--- config.mk ---
export PLATFORM = sky130hd
export DESIGN_NAME = pipe_hazard_ctrl
export DESIGN_NICKNAME = d
export VERILOG_FILES = /design/src/rtl/mips_pkg.sv /design/src/rtl/hazard_detect.sv /design/src/rtl/pipe_hazard_ctrl.sv
export SDC_FILE = /design/constraint.sdc
export NUM_CORES = 1
export LEC_CHECK = 0
export CAP_MARGIN = 40
export CORE_MARGIN = 2
export CORE_UTILIZATION = 50
export DETAILED_ROUTE_END_ITERATION = 12
export PLACE_DENSITY = 0.84
export SLEW_MARGIN = 25
export SYNTH_ARGS = -nofsm -noshare
export SYNTH_HDL_FRONTEND = slang
export SYNTH_SLANG_ARGS = --single-unit
--- constraint.sdc ---
create_clock -name clock -period 3.7 [get_ports clock]
set_input_delay 0.37 -clock clock [delete_from_list [all_inputs] [get_ports clock]]
set_output_delay 0.37 -clock clock [all_outputs]
set_load 0.02 [all_outputs]
--- src/rtl/mips_pkg.sv ---
// mips_pkg: opcodes, memory-handshake states and the shadow stage slot shared by the MIPS pipeline control.
package mips_pkg;

    localparam logic [5:0] OP_RTYPE = 6'b000000;
    localparam logic [5:0] OP_J     = 6'b000010;
    localparam logic [5:0] OP_BEQ   = 6'b000100;
    localparam logic [5:0] OP_BNE   = 6'b000101;
    localparam logic [5:0] OP_LW    = 6'b100011;
    localparam logic [5:0] OP_SW    = 6'b101011;

    typedef enum logic [1:0] {
        MEM_IDLE = 2'd0,
        MEM_REQ  = 2'd1,
        MEM_DONE = 2'd2
    } mem_state_t;

    typedef struct packed {
        logic       valid;
        logic       load;
        logic       store;
        logic       writereg;
        logic [4:0] dest;
    } slot_t;

endpackage

--- src/rtl/hazard_detect.sv ---
// hazard_detect: combinational load-use compare between the EX-stage load and the ID instruction's sources.
module hazard_detect
    import mips_pkg::*;
(
    input  logic       ex_valid,
    input  logic       ex_load,
    input  logic [4:0] ex_dest,
    input  logic       id_valid,
    input  logic [5:0] id_op,
    input  logic [4:0] id_rs,
    input  logic [4:0] id_rt,
    output logic       hazard
);

    logic uses_rt;

    assign uses_rt = (id_op == OP_RTYPE) | (id_op == OP_BEQ) | (id_op == OP_BNE) | (id_op == OP_SW);

    // r0 is hardwired to zero, so a load into it never creates a dependency
    assign hazard = id_valid & ex_valid & ex_load & (ex_dest != 5'd0) &
                    ((ex_dest == id_rs) | (uses_rt & (ex_dest == id_rt)));

endmodule

--- src/rtl/pipe_hazard_ctrl.sv ---
// pipe_hazard_ctrl: pipeline enables, bubbles and flushes for load-use, branch and jump hazards,
// plus the MEM-stage request/ack handshake that freezes the pipe during data accesses.
module pipe_hazard_ctrl
    import mips_pkg::*;
#(
    parameter int unsigned MEM_TIMEOUT = 255
) (
    input  logic       clock,
    input  logic       reset_n,
    input  logic       id_valid,
    input  logic [5:0] id_op,
    input  logic [4:0] id_rs,
    input  logic [4:0] id_rt,
    input  logic [4:0] id_dest,
    input  logic       id_writereg,
    input  logic       id_readmem,
    input  logic       id_writemem,
    input  logic       ex_branch_taken,
    input  logic       mem_ack,
    output logic       pc_en,
    output logic       ifid_en,
    output logic       idex_en,
    output logic       exmem_en,
    output logic       ifid_flush,
    output logic       idex_bubble,
    output logic       mem_req,
    output logic       mem_we,
    output logic       mem_err
);

    localparam logic [7:0] TO_LAST = 8'(MEM_TIMEOUT - 1);

    slot_t      ex_slot;
    slot_t      mem_slot;
    mem_state_t state;
    logic [7:0] cnt;
    logic       hazard;
    logic       mem_pend;
    logic       freeze;
    logic       stall;
    logic       jump;

    hazard_detect u_hazard (
        .ex_valid (ex_slot.valid),
        .ex_load  (ex_slot.load),
        .ex_dest  (ex_slot.dest),
        .id_valid (id_valid),
        .id_op    (id_op),
        .id_rs    (id_rs),
        .id_rt    (id_rt),
        .hazard   (hazard)
    );

    assign mem_pend = mem_slot.valid & (mem_slot.load | mem_slot.store);
    // the access must not slip out of MEM before the FSM has latched it into REQ
    assign freeze   = (state == MEM_REQ) | ((state == MEM_IDLE) & mem_pend);
    assign stall    = hazard & ~ex_branch_taken;
    assign jump     = id_valid & (id_op == OP_J);

    assign pc_en       = ~freeze & ~stall;
    assign ifid_en     = ~freeze & ~stall;
    assign idex_en     = ~freeze;
    assign exmem_en    = ~freeze;
    assign ifid_flush  = ~freeze & (ex_branch_taken | (jump & ~hazard));
    assign idex_bubble = ~freeze & (ex_branch_taken | hazard);

    always_ff @(posedge clock or negedge reset_n) begin
        if (!reset_n) begin
            ex_slot  <= '0;
            mem_slot <= '0;
        end else begin
            if (exmem_en) mem_slot <= ex_slot;
            if (idex_en) ex_slot <= idex_bubble ? '0 :
                slot_t'({id_valid, id_readmem, id_writemem, id_writereg, id_dest});
        end
    end

    always_ff @(posedge clock or negedge reset_n) begin
        if (!reset_n) begin
            state   <= MEM_IDLE;
            cnt     <= 8'd0;
            mem_err <= 1'b0;
            mem_req <= 1'b0;
            mem_we  <= 1'b0;
        end else begin
            case (state)
                MEM_IDLE: if (mem_pend) begin
                    state   <= MEM_REQ;
                    cnt     <= 8'd0;
                    mem_req <= 1'b1;
                    mem_we  <= mem_slot.store;
                end
                MEM_REQ: if (mem_ack || cnt == TO_LAST) begin
                    state   <= MEM_DONE;
                    mem_req <= 1'b0;
                    mem_we  <= 1'b0;
                    if (!mem_ack) mem_err <= 1'b1;
                end else begin
                    cnt <= cnt + 8'd1;
                end
                default: state <= MEM_IDLE;
            endcase
        end
    end

endmodule

==> results of run 1 <==
==> cell usage after synthesis (2+ instances only) <==
master / n / area (sq um)
dfrtp_1: 24 / 601
nand2_1: 20 / 75.1
inv_1: 12 / 45.0
nor2_1: 11 / 41.3
o31ai_1: 9 / 67.6
xor2_1: 9 / 78.8
xnor2_1: 7 / 61.3
nand3_1: 6 / 30.0
nor4_1: 5 / 31.3
nor3_1: 4 / 20.0
nand2b_1: 3 / 18.8
o21ai_1: 3 / 15.0
a21oi_1: 2 / 10.0
buf_4: 2 / 15.0
clkbuf_1: 2 / 7.51
ha_1: 2 / 25.0
inv_2: 2 / 7.51
nand4_1: 2 / 12.5
o21bai_1: 2 / 15.0
==> cell type report <==
cell class | instances | area [sq um]
Clock buffer | 4 | 36.3
Timing Repair Buffer | 37 | 372
Fill cell | 197 | 757
Inverter | 14 | 52.6
Sequential cell | 24 | 601
Multi-Input combinational cell | 99 | 622
Tap cell | 30 | 37.5
==> state kept, by name (all words and copies together), names as in the netlist <==
name and cells:
mem_err 1, state 2, mem_req 1, ex_slot 8
mem_slot 3, cnt 8, mem_we 1
==> layer usage <==
layer | track usage | vias to the layer above | part of all wire
li1 | - | 555 | -
met1 | 0.293 | 529 | 0.45
met2 | 0.361 | 25 | 0.49
met3 | 0.0134 | 4 | 0.040
met4 | 0.118 | 0 | 0.017
met5 | 0 | - | 0
==> through the flow <==
step / power (mW) / setup slack (ns)
2_1_floorplan: 0.780 / 1.82
3_3_place_gp: 0.946 / 0.739
3_5_place_dp: 0.970 / 0.667
4_1_cts: 1.11 / 0.672
5_1_grt: 1.18 / 0.595
6_report: 1.10 / 0.705
==> cell families (layout without fill, tap and decap cells) <==
logic type	count (synthesis)	after routing	share of synthesized area
and+or+nand+nor	58	58	0.217
DFF	24	24	0.463
buffers and inverters	18	55	0.0579
xor gates and xnor gates	16	16	0.108
adders and majority gates	2	2	0.0193
AOI/OAI and AO/OA	23	23	0.135
==> power groups by stage <==
stage                     Combinational [mW]  Sequential [mW]  Clock, mW
after detailed placement               0.520            0.449          0
final                                  0.520            0.445      0.139
after global routing                   0.575            0.460      0.149
after CTS                              0.523            0.443      0.141
after global placement                 0.503            0.443          0
after floorplan                        0.337            0.443          0
==> worst reg2reg max path: stages, from the launching register on <==
cell and delay [ns]:
dfrtp_1 0.41, o21ai_2 0.11, a21oi_4 0.52, inv_2 0.24, nor4_1 0.38, xnor2_1 0.19
nor2_1 0.06
==> final timing paths <==
path / slack (ns) / depth (start not counted) / from / to
max in group asynchronous: 2.74 / 2 / reset_n / ex_slot[1]$_DFFE_PN0P_
min reg2reg: 0.49 / 1 / mem_err$_DFFE_PN0P_ / mem_err$_DFFE_PN0P_
max reg2reg: 1.68 / 6 / mem_slot[6]$_DFFE_PN0P_ / cnt[6]$_DFFE_PN0P_
max: 0.70 / 7 / id_op[2] / idex_bubble
min: 0.45 / 1 / reset_n / mem_err$_DFFE_PN0P_
min in group clock: 0.49 / 1 / mem_err$_DFFE_PN0P_ / mem_err$_DFFE_PN0P_
==> cell usage in the layout, fill, tap and decap left out, types with 2 or more instances in the layout <==
cell	instances
clkdlybuf4s50_1	36
dfrtp_1	24
nand2_1	20
inv_1	12
nor2_1	11
xor2_1	9
o31ai_1	9
xnor2_1	7
nand3_1	6
nor4_1	5
nor3_1	4
nand2b_1	3
o21ai_1	3
clkbuf_4	3
inv_2	2
a21oi_1	2
nand4_1	2
o21bai_1	2
ha_1	2
==> flow_summary.json, run 1 <==
{
  "outcome": "finished, final reports clean",
  "syn_area_sq_mm": 0.00130,
  "tightestPinTransition_ns": 0.671,
  "ys_async_sr_fraction": 1.00,
  "seq_area_frac_synth": 0.463,
  "drtPass1Iterations": 4,
  "cts.clk_slew.worst_paths_ns": 0.13,
  "setup-tns-final_ns": 0,
  "drtIter0Drc": 15,
  "viasPerCell": 5.35,
  "io_buffers": 36,
  "crit_buf_inv": 3,
  "pwr-share-seq": 0.403,
  "grt_pass1_vias": 1074,
  "die-height_microns": 54.9,
  "power_switching_mw": 0.465,
  "grt_overflow": 0,
  "worstPathMaxFanout": 9,
  "antenna_left": 0,
  "syn_nets": 172,
  "clock_path_buffers": 2,
  "finalSetupViolations": 0,
  "finalWirelength_mm": 2.93,
  "vias": 1113,
  "cts_root_buffer": "clkbuf_4",
  "grt_usage": 0.220,
  "cts_hold_buf": 0,
  "clock_latency_ns": 0.31,
  "fin_crit_ns": 3.00,
  "p_per_area_mw_per_mm2": 642,
  "netlist_instances": 141,
  "hold_class": "in -> async",
  "diodes": 0,
  "antenna_found_initial": 0,
  "grt_max_degree": 24,
  "rsz0062_at_grt": "no",
  "dp.cells": 204,
  "top_level_ports": 38,
  "maxCapViolCount": 0,
  "nets": 210,
  "crit_top_cell": "clkdlybuf4s50_1",
  "cts_resized": 0,
  "route.detailed.drc": 0,
  "cts_tree": "built",
  "path_delay_family": "buffers and inverters",
  "fin_cells": 208,
  "fmax_mhz": 334,
  "crit_arrival_ns": 2.63,
  "critPathMaxStageDelay_ns": 0.60,
  "final_cell_area_sq_mm": 0.00172,
  "worst-setup-path-type": "in -> out",
  "cellLeakagePower_nw": 0.763,
  "core_region_area_sq_mm": 0.00248,
  "final.setup_skew_ns": 0.00187,
  "slowest_stage": "clkdlybuf4s50_1",
  "cts_setup_buffers": 0,
  "clkSinkCount": 24,
  "vdd_drop_max_mv": 0.470,
  "sw_frac_of_total": 0.421,
  "worstSetupEndpointType": "primary output",
  "synth_edf_count": 0,
  "grt_pass1_wl_mm": 4.55,
  "power_frac_clock": 0.126,
  "worstPathCellList": "clkdlybuf4s50_1 -> inv_1 -> a2111oi_0 -> o2111ai_1 -> nand3b_1 -> and2_1 -> clkdlybuf4s50_1",
  "die-area_sq_mm": 0.00302,
  "yosys_register_bits": 24,
  "dieWidth_microns": 54.9,
  "drive_above_1_share": 0.0562,
  "row_count": 18,
  "max-slew-margin-rel": 0.551,
  "power_frac_comb": 0.471,
  "wire_per_inst_microns": 14.1,
  "dpl.hpwl_mm": 2.28,
  "placed_cell_area_sq_mm": 0.00168,
  "yosys_warnings": 0,
  "hold_ws_ns": 0.448,
  "p_int_mw": 0.639,
  "initial_core_util": 0.524,
  "hold_violations": 0,
  "crit_path_start_kind": "input pin",
  "syn-mean-instance-area_sq_um": 9.20,
  "htree_num_levels": 1,
  "required_ns": 3.33,
  "numCtsBuffers": 3,
  "synthFlopType": "dfrtp_1",
  "place_congestion": 0.765,
  "drv_slew": 0,
  "yosysUniqueCellTypes": 33,
  "utilization": 0.694,
  "syn_to_final_growth_pct": 32.6,
  "finalCritPeriodShare": 0.809
}
No activity file was read; power rests on OpenSTA's default activity.
==> inputs of run 2 (changes only) <==
--- a/config.mk
+++ b/config.mk
@@ -7,9 +7,9 @@
 export LEC_CHECK = 0
 export CAP_MARGIN = 40
 export CORE_MARGIN = 2
-export CORE_UTILIZATION = 50
+export CORE_UTILIZATION = 42
 export DETAILED_ROUTE_END_ITERATION = 12
-export PLACE_DENSITY = 0.84
+export PLACE_DENSITY = 0.75
 export SLEW_MARGIN = 25
 export SYNTH_ARGS = -nofsm -noshare
 export SYNTH_HDL_FRONTEND = slang
==> constraint.sdc (replaced) <==
create_clock -name clock -period 2.53 [get_ports clock]
set_input_delay 0.253 -clock clock [delete_from_list [all_inputs] [get_ports clock]]
set_output_delay 0.253 -clock clock [all_outputs]
set_load 0.02 [all_outputs]
==> flow_summary.json, run 2 (synthesized netlist as in run 1, its figures left out) <==
{
  "htree_num_levels": 1,
  "required_ns": 2.28,
  "drv_slew": 0,
  "reg2reg_slack_ns": 0.73,
  "core_region_area_sq_mm": 0.00300,
  "fin_cells": 213,
  "worstSetupEndpointType": "primary output",
  "worstSetupStartpoint": "ex_slot[3]$_DFFE_PN0P_",
  "cts_setup_buffers": 0,
  "setup_slack_ns": 0.218,
  "top_level_ports": 38,
  "final_common_cell": "clkdlybuf4s50_1",
  "antenna_found_initial": 0,
  "clkSinkCount": 24,
  "dp.cells": 208,
  "gr-usage-met3": 0.0306,
  "dpl.hpwl_mm": 2.31,
  "route.detailed.drc": 0,
  "p_per_area_mw_per_mm2": 939,
  "endpoint": "pc_en",
  "hold_violations": 0,
  "worst-setup-path-type": "reg -> out",
  "outcome": "finished, final reports clean",
  "drtIter0Drc": 24,
  "die-area_sq_mm": 0.00355,
  "drtPass1Iterations": 4,
  "fin_crit_ns": 2.31,
  "row_count": 20,
  "cts.clk_slew.worst_paths_ns": 0.13,
  "vdd_drop_max_mv": 0.394,
  "finalPower_mw": 1.64,
  "final.setup_skew_ns": 0.00101,
  "grt_usage": 0.178,
  "cts_hold_buf": 0,
  "vias": 1176,
  "finalSetupViolations": 0,
  "power_frac_clock": 0.126,
  "crit_arrival_ns": 2.06,
  "maxCapViolCount": 0,
  "power_frac_comb": 0.470,
  "syn_to_final_growth_pct": 34.5,
  "largestRegisters": "cnt x8, ex_slot x8, mem_slot x3",
  "die-height_microns": 59.6,
  "finalCritPeriodShare": 0.914,
  "fill_cells": 264,
  "dp_slack_ns": 0.0709,
  "cts_root_buffer": "clkbuf_4",
  "fmax_mhz": 432,
  "power_switching_mw": 0.711,
  "numCtsBuffers": 3,
  "dieWidth_microns": 59.6,
  "hold_class": "in -> async",
  "io_buffers": 36,
  "grt-busiest-layer": "met2",
  "max-slew-margin-rel": 0.639,
  "finalWirelength_mm": 3.11,
  "sw_frac_of_total": 0.433,
  "wire_per_inst_microns": 14.6,
  "antenna_left": 0,
  "ff2ff_path_depth": 6,
  "worstPathMaxFanout": 4,
  "grt_max_degree": 25,
  "timing.rr.end": "cnt[5]$_DFFE_PN0P_",
  "setup-tns-final_ns": 0,
  "grt_pass1_vias": 1140,
  "cellLeakagePower_nw": 0.792,
  "final_cell_mix": "32 x clkdlybuf4s50_1, 24 x dfrtp_1, 20 x nand2_1",
  "r2r-start": "state[0]$_DFFE_PN0P_",
  "grt_pass1_wl_mm": 4.79,
  "initial_core_util": 0.432,
  "grt_overflow": 0,
  "rsz0062_at_grt": "no",
  "nets": 212,
  "diodes": 0,
  "viasPerCell": 5.52,
  "grt_util_met1": 0.206,
  "cts_tree": "built",
  "crit_path_start_kind": "flop",
  "tightestPinTransition_ns": 0.538,
  "clock_path_buffers": 2,
  "pwr-share-seq": 0.403,
  "met2_usage": 0.317,
  "clock_latency_ns": 0.32,
  "p_int_mw": 0.929,
  "place_congestion": 0.822,
  "drive_above_1_share": 0.0722
}
[run 2: cell count changes in the layout (fill, tap and decap cells not counted), moves of 2 or more]
cell and change:
clkdlybuf4s50_1 -4, dlymetal6s2s_1 +2, dlygate4sd2_1 +2, buf_4 +2
[run 2: layout make-up]
class	count	area [sq um]	share of cell area
multi-input cells	100	637	0.365
flip-flops and latches	24	601	0.344
repair buffers	38	378	0.216
inverters	14	52.6	0.0301
well taps	33	41.3	0.0237
clock buffers	4	36.3	0.0208
[run 2: through the flow]
stage	utilization	instance area [sq um]	hold slack [ns]
global placement	0.563	1690	0.457
CTS	0.577	1730	0.269
global route	0.581	1750	0.291
detailed placement	0.563	1690	0.462
finish	0.581	1750	0.265
floorplan	-	1300	-0.0426
[run 2: layer usage]
metal	up-vias	wire length, microns	part of all wire
met3	5	122	0.039
met2	27	1600	0.52
met1	582	1340	0.43
li1	562	-	-
met4	0	46	0.015
met5	-	0	0
[run 2: power by group through the flow]
stage | clock network [mW] | logic, mW | registers [mW]
after floorplan | 0 | 0.493 | 0.648
after global placement | 0 | 0.733 | 0.653
after detailed placement | 0 | 0.759 | 0.662
after CTS | 0.213 | 0.755 | 0.654
after global routing | 0.223 | 0.849 | 0.674
final | 0.207 | 0.771 | 0.661
[run 2: critical path: stages, from the launching register on]
cell and delay, ns:
dfrtp_1 0.47, xor2_1 0.20, nor4_2 0.31, o2111ai_1 0.17, a21oi_1 0.18, nor2_1 0.07, dlygate4sd2_1 0.34
[run 2: timing repair]
action,4_1_cts,5_1_grt
cloned,0,1
resized for setup,3,2
pin swaps,0,1
endpoints found under the setup margin,3,4
[run 2: worst min-delay path by stage]
| stage | from | end | slack (ns) | depth (start not counted) |
|---|---|---|---|---|
| after CTS | reset_n | cnt[1]$_DFFE_PN0P_ | 0.27 | 2 |
| after global placement | mem_req$_DFFE_PN0P_ | mem_req$_DFFE_PN0P_ | 0.46 | 1 |
| after detailed placement | mem_err$_DFFE_PN0P_ | mem_err$_DFFE_PN0P_ | 0.46 | 1 |
| after floorplan | reset_n | cnt[0]$_DFFE_PN0P_ | -0.04 | 0 |
| after global routing | reset_n | mem_err$_DFFE_PN0P_ | 0.29 | 2 |
| final | reset_n | mem_err$_DFFE_PN0P_ | 0.27 | 2 |
